===== src/rtl/branch_ctrl.sv =====
// Redirect sequencer around the EX-stage branch unit: owns the GT/E flags and
// drives the fetch redirect handshake with IF/ID and ID/EX flushes.
// Optional statistics counters are enabled by defining BRANCH_STATS_EN.
module branch_ctrl #(
  parameter int PC_W  = 32,
  parameter int CNT_W = 16
) (
  input  logic             clk,
  input  logic             rst,
  input  logic             ex_valid,
  input  logic             ex_taken,
  input  logic [PC_W-1:0]  ex_target,
  input  logic             stall,
  input  logic             cmp_valid,
  input  logic             cmp_gt,
  input  logic             cmp_eq,
  input  logic             fetch_ready,
  output logic [1:0]       flags,
  output logic             redirect_valid,
  output logic [PC_W-1:0]  redirect_pc,
  output logic             flush_if,
  output logic             flush_id,
  output logic             busy,
  output logic [CNT_W-1:0] taken_cnt,
  output logic [CNT_W-1:0] wait_cnt
);

  typedef enum logic {
    IDLE     = 1'b0,
    REDIRECT = 1'b1
  } state_t;

  state_t            r_state;
  state_t            w_state_nxt;
  logic              w_accept;
  logic              w_flag_ld;
  logic              w_done;
  logic [1:0]        r_flags;
  logic [PC_W-1:0]   r_pc;

  always_comb begin
    w_accept    = 1'b0;
    w_flag_ld   = 1'b0;
    w_done      = 1'b0;
    w_state_nxt = r_state;
    case (r_state)
      IDLE: begin
        w_accept  = ex_valid & ex_taken & ~stall;
        w_flag_ld = ex_valid & cmp_valid & ~stall;
        if (w_accept) w_state_nxt = REDIRECT;
      end
      REDIRECT: begin
        // EX contents are wrong-path here; only the fetch handshake matters
        w_done = fetch_ready;
        if (w_done) w_state_nxt = IDLE;
      end
      default: w_state_nxt = IDLE;
    endcase
  end

  always_ff @(posedge clk or posedge rst) begin
    if (rst) begin
      r_state <= IDLE;
      r_flags <= '0;
      r_pc    <= '0;
    end else begin
      r_state <= w_state_nxt;
      if (w_flag_ld) r_flags <= {cmp_eq, cmp_gt};
      if (w_accept)  r_pc    <= ex_target;
    end
  end

  // Handshake outputs decode straight from the state flop, so they stay registered
  assign flags          = r_flags;
  assign redirect_pc    = r_pc;
  assign redirect_valid = (r_state == REDIRECT);
  assign flush_if       = (r_state == REDIRECT);
  assign flush_id       = (r_state == REDIRECT);
  assign busy           = (r_state == REDIRECT);

`ifdef BRANCH_STATS_EN
  logic [CNT_W-1:0] r_taken_cnt;
  logic [CNT_W-1:0] r_wait_cnt;

  always_ff @(posedge clk or posedge rst) begin
    if (rst) begin
      r_taken_cnt <= '0;
      r_wait_cnt  <= '0;
    end else begin
      if (w_accept && (r_taken_cnt != '1))
        r_taken_cnt <= r_taken_cnt + 1'b1;
      if ((r_state == REDIRECT) && !fetch_ready && (r_wait_cnt != '1))
        r_wait_cnt <= r_wait_cnt + 1'b1;
    end
  end

  assign taken_cnt = r_taken_cnt;
  assign wait_cnt  = r_wait_cnt;
`else
  assign taken_cnt = '0;
  assign wait_cnt  = '0;
`endif

endmodule


===== config.mk =====
export PLATFORM = sky130hd
export DESIGN_NAME = branch_ctrl
export DESIGN_NICKNAME = d
export VERILOG_FILES = /design/src/rtl/branch_ctrl.sv
export SDC_FILE = /design/constraint.sdc
export NUM_CORES = 1
export LEC_CHECK = 0
export ABC_AREA = 1
export CELL_PAD_IN_SITES_DETAIL_PLACEMENT = 1
export CELL_PAD_IN_SITES_GLOBAL_PLACEMENT = 2
export CORE_ASPECT_RATIO = 0.5
export CORE_MARGIN = 2
export CORE_UTILIZATION = 17
export DETAILED_ROUTE_END_ITERATION = 10
export PLACE_DENSITY = 0.79
export SETUP_SLACK_MARGIN = 0.5
export SYNTH_ARGS = -nofsm -noshare
export SYNTH_HDL_FRONTEND = slang
export SYNTH_SLANG_ARGS = --single-unit
export TNS_END_PERCENT = 20

===== constraint.sdc =====
create_clock -name clk -period 1 [get_ports clk]
set_input_delay 0.1 -clock clk [delete_from_list [all_inputs] [get_ports clk]]
set_output_delay 0.1 -clock clk [all_outputs]
set_load 0.02 [all_outputs]

## After elaboration in Yosys (flattened, before gate mapping)

Cells that the tools add are included.

| operators by class | value |
|---|---|
| $add $sub $neg | 0 |
| mux-type cells | 5 |
| bitwise operators | 6 |
| shift-type cells | 0 |
| equal/unequal tests | 0 |
| reductions and logical operators | 0 |
| $lt $le $gt $ge | 0 |
| div/mod/pow operators | 0 |
| $mul | 0 |

Operator list:

| operator | count |
|---|---|
| AND 1 bit | 4 |
| 2-to-1 mux 1 bit | 4 |
| inverter 1 bit | 2 |
| case mux 1 bit (2 select lines) | 1 |

| word-level totals | value |
|---|---|
| input bits | 41 |
| memory bits (read-only) | 0 |
| memories kept | 0 |
| flip-flop bits (word level) | 35 |
| bits in latches | 0 |
| logic and storage cells | 14 |
| memory bits (writable) | 0 |

## Logic depth before layout (Yosys ltp)

| logic depth | value |
|---|---|
| word-level depth | 4 |
| depth in mapped cells | 6 |

## Least setup slack after synthesis

Ideal clock, no wire load.

| timing path | value |
|---|---|
| path kind | register to register |
| from | register r_state, in the netlist busy |
| to | register r_pc[0], in the netlist redirect_pc[0] |
| setup slack | -0.157 ns |
| data required time | 0.883 ns |
| data arrival time | 1.040 ns |
| cell stages (with the launch flop) | 6 |
| path through | dfrtp_1 nor2_4 nand2_4 buf_6 nand2_1 nand2_1 |

| on the way | value |
|---|---|
| longest elaborated chain between the ends | 1 |

RTL lines:

| what | RTL line | text |
|---|---|---|
| from (decl) | 33 | `state_t r_state;` |
| from (signal assigned) | 67 | `r_state <= w_state_nxt;` |
| 2-to-1 mux 1 bit | 46 | `case (r_state)` |
| to (signal assigned) | 69 | `if (w_accept) r_pc <= ex_target;` |
| to (decl) | 39 | `logic [PC_W-1:0] r_pc;` |

Every way passes these cells.
A chain may end at the register's enable or synchronous reset.

## Final worst setup path

| timing path | value |
|---|---|
| from | register r_state, in the netlist busy |
| to | register r_pc[13], in the netlist redirect_pc[13] |

Same word-level chain as after synthesis.

==> results by group <==
Worst setup path
  • Required @ worst endpoint: 1.16 ns
  • Register-to-Register Path Depth: 5
  • R2r startpoint: busy$_DFF_PP0_
  • Nature of the critical path endpoint: register
  • Worst setup SP type: register
  • CP Max Fanout: 19
  • Worst setup path end: redirect_pc[13]$_DFFE_PP0P_
  • CP most frequent cell: nand2_1
  • WP data arrival: 1.26 ns
  • Cell Chain, Critical Path: nor2_4 > nand2_4 > buf_12 > nand2_1 > nand2_1
  • RR Endpoint: redirect_pc[13]$_DFFE_PP0P_
  • Slowest cell delay on critical path: 0.42 ns
  • Crit Path Class: register to register
  • Worst path slowest cell: dfrtp_2
  • Reg2reg setup slack: -0.1 ns
  • Critical Path Source: busy$_DFF_PP0_

Clock tree
  • H-tree Lvls: 2
  • CTS tree: built
  • # hold bufs at CTS: 0
  • Clk slew on worst S/H paths: 0.05 ns
  • CTS root buf: clkbuf_16
  • Num Clock Sinks: 35
  • Skew-Pair Late Insertion Delay: 0.27 ns
  • CTS Buf Count: 5
  • Clock buffer depth: 2

Timing
  • Final setup viols: 39
  • Achievable Freq: 0.911 GHz
  • Period minus WS final: 1.10 ns
  • Final Skew: 0.00213 ns
  • Setup repair after global routing missed its margin: true
  • Setup TNS: -2.70 ns
  • Final Hold Fails: 0
  • Worst setup margin: -0.0978 ns
  • Fin. max-slew vios: 0
  • Final period util: 110%

Run status
  • Status: finished with violations
  • Failing checks: negative setup slack

Layout
  • Fin nets: 318
  • Diodes inserted: 0
  • Share of layout cells above drive strength 1: 24.8%
  • Register area: 877 um2
  • Area taken by multi-input logic gates: 604 um2
  • Layout area overhead: 59.3%
  • FILL cells: 1,131
  • Finished Cell Area: 2700 um2
  • Post-route insts no fill: 413

Logic synthesis
  • Mean Syn Cell Area: 8.82 um2
  • Main synth FF type: dfrtp_1
  • Post-synthesis sequential area ratio: 51.7%
  • Syn Inst Count: 192
  • Synthesized area: 1690 um2
  • Syn. warnings: 0
  • Synth top area share: 51.7%
  • Dominant cells by area after synthesis: dfrtp_1 (52%), buf_4 (17%), nand2_1 (16%)
  • Yosys top cell by area: dfrtp_1
  • Number of flops mapped to enable cells by yosys: 0
  • Async SR Flop Fraction: 100%
  • Seq cells post-synth: 35
  • Most common cell in the netlist: nand2_1
  • Post-synth top cells: nand2_1 (71), buf_4 (38), dfrtp_1 (35)
  • Synth cell types: 12

Global routing
  • GRT overflow: 0
  • Largest net degree at the start of global routing: 23
  • Vias in the first global route: 1,505
  • Initial antenna violation count: 0
  • All-Layer GR Usage: 8.68%
  • First-pass GRT wire length: 7.58 mm

Floorplanning
  • Die H: 74.6 um
  • Row cnt: 25
  • Initial Util: 17.7%
  • Die width: 145 um
  • # IOs: 111
  • CORE AREA: 9570 um2
  • Die area: 10,800 um2

Detailed routing
  • TritonRoute pass-1 iters: 4
  • Via count: 1,441
  • WL final: 4.88 mm
  • Drt drc: 0
  • Antenna-violating nets left: 0
  • Vias per cell: 3.49
  • Wire length on met3: 163 um
  • M1 wire length: 1.91 mm
  • Met2 wire len: 2.78 mm
  • 1st-iter DRT viols: 57
  • Highest Signal Layer: met4
  • WL/cell: 11.8 um

Placed design
  • Gpl congestion: 0.664
  • Pre-CTS setup slack: -0.273 ns
  • DP Cell Count: 402
  • Placed inst area: 2540 um2
  • IO buf count: 78
  • DP HPWL: 3.91 mm

Pwr
  • Pwr Density: 1970 nW/um2
  • Seq pwr share: 35.6%
  • Clock share of power: 33.8%
  • Leak pwr: 1.40 nW
  • Gate power share: 30.6%
  • Worst VDD drop: 0.608 mV
  • Sw frac: 31.2%
  • Int Pwr: 3.67 mW
  • Psw: 1.66 mW
  • Pwr Total: 5.33 mW

Flow run
  • Max cap viols: 0

Worst hold path
  • Hold Crit Class: input port to asynchronous set/reset pin
==> worst max-delay path: cells and delay by family (launching register included) <==
kind	cells	cell delay [ns]
AND/OR/NAND/NOR	4	0.41
flip-flops	1	0.42
buffers and inverters	1	0.16
==> timing repair <==
item | CTS | global route
pin swaps | 1 | 1
endpoints found under the setup margin | 73 | 73
resized for setup | 194 | 7
hold endpoints to repair | 0 | 0
buffers inserted | 2 | 1
==> stage by stage <==
step | utilization [%] | hold WS [ns]
4_1_cts | 28.0 | 0.207
6_report | 28.2 | 0.197
2_1_floorplan | - | 0.204
3_5_place_dp | 26.5 | 0.458
3_3_place_gp | 26.5 | 0.457
5_1_grt | 28.2 | 0.223
==> registers in the layout, summed over array words and instances (netlist names) <==
register,flops
busy,1
redirect_pc,32
flags,2
==> area by class of cell <==
cell class | count | share of cell area, %
Clock buffer | 6 | 5.15
Clock inverter | 2 | 1.30
Inverter | 4 | 0.557
Multi-Input combinational cell | 140 | 22.4
Sequential cell | 35 | 32.5
Tap cell | 135 | 6.26
Timing Repair Buffer | 91 | 31.8
==> kinds of logic after synthesis <==
| logic type | count (synthesis) | synth area share, % |
|---|---|---|
| AND/OR/NAND/NOR | 107 | 27.1 |
| buffers and inverters | 48 | 20.6 |
| flip-flops | 35 | 51.7 |
| AO/OA/AOI/OAI | 1 | 0.295 |
| other | 1 | 0.222 |
==> routing by layer <==
metal | up-vias | track usage (%)
met1 | 704 | 9.72
met5 | - | 0
li1 | 702 | -
met4 | 0 | 1.63
met2 | 33 | 17.8
met3 | 2 | 1.66
==> power groups by stage <==
stage / Sequential (mW) / Clock [mW] / Combinational, mW
after floorplan: 2.22 / 0 / 0.550
after global placement: 1.88 / 0 / 1.67
after detailed placement: 1.89 / 0 / 1.70
after CTS: 1.90 / 1.84 / 1.64
after global routing: 1.94 / 1.92 / 1.76
final: 1.90 / 1.80 / 1.63
==> worst min-delay path by stage <==
stage	from	to	cells past startpoint
finish	rst	flags[1]$_DFFE_PP0P_	3
global route	rst	redirect_pc[14]$_DFFE_PP0P_	3
CTS	rst	redirect_pc[26]$_DFFE_PP0P_	3
detailed placement	flags[0]$_DFFE_PP0P_	flags[0]$_DFFE_PP0P_	2
global placement	flags[1]$_DFFE_PP0P_	flags[1]$_DFFE_PP0P_	2
floorplan	fetch_ready	busy$_DFF_PP0_	1
==> layout by cell type (no fill, tap or decap), types with 5 or more instances in the layout <==
cell	instances
buf_6	20
nand2_2	5
buf_2	18
clkdlybuf4s50_1	40
nand3_1	34
buf_4	9
nand2_1	65
clkbuf_16	5
conb_1	32
dfrtp_1	34
Note: power is estimated with default switching activity, not from simulation.
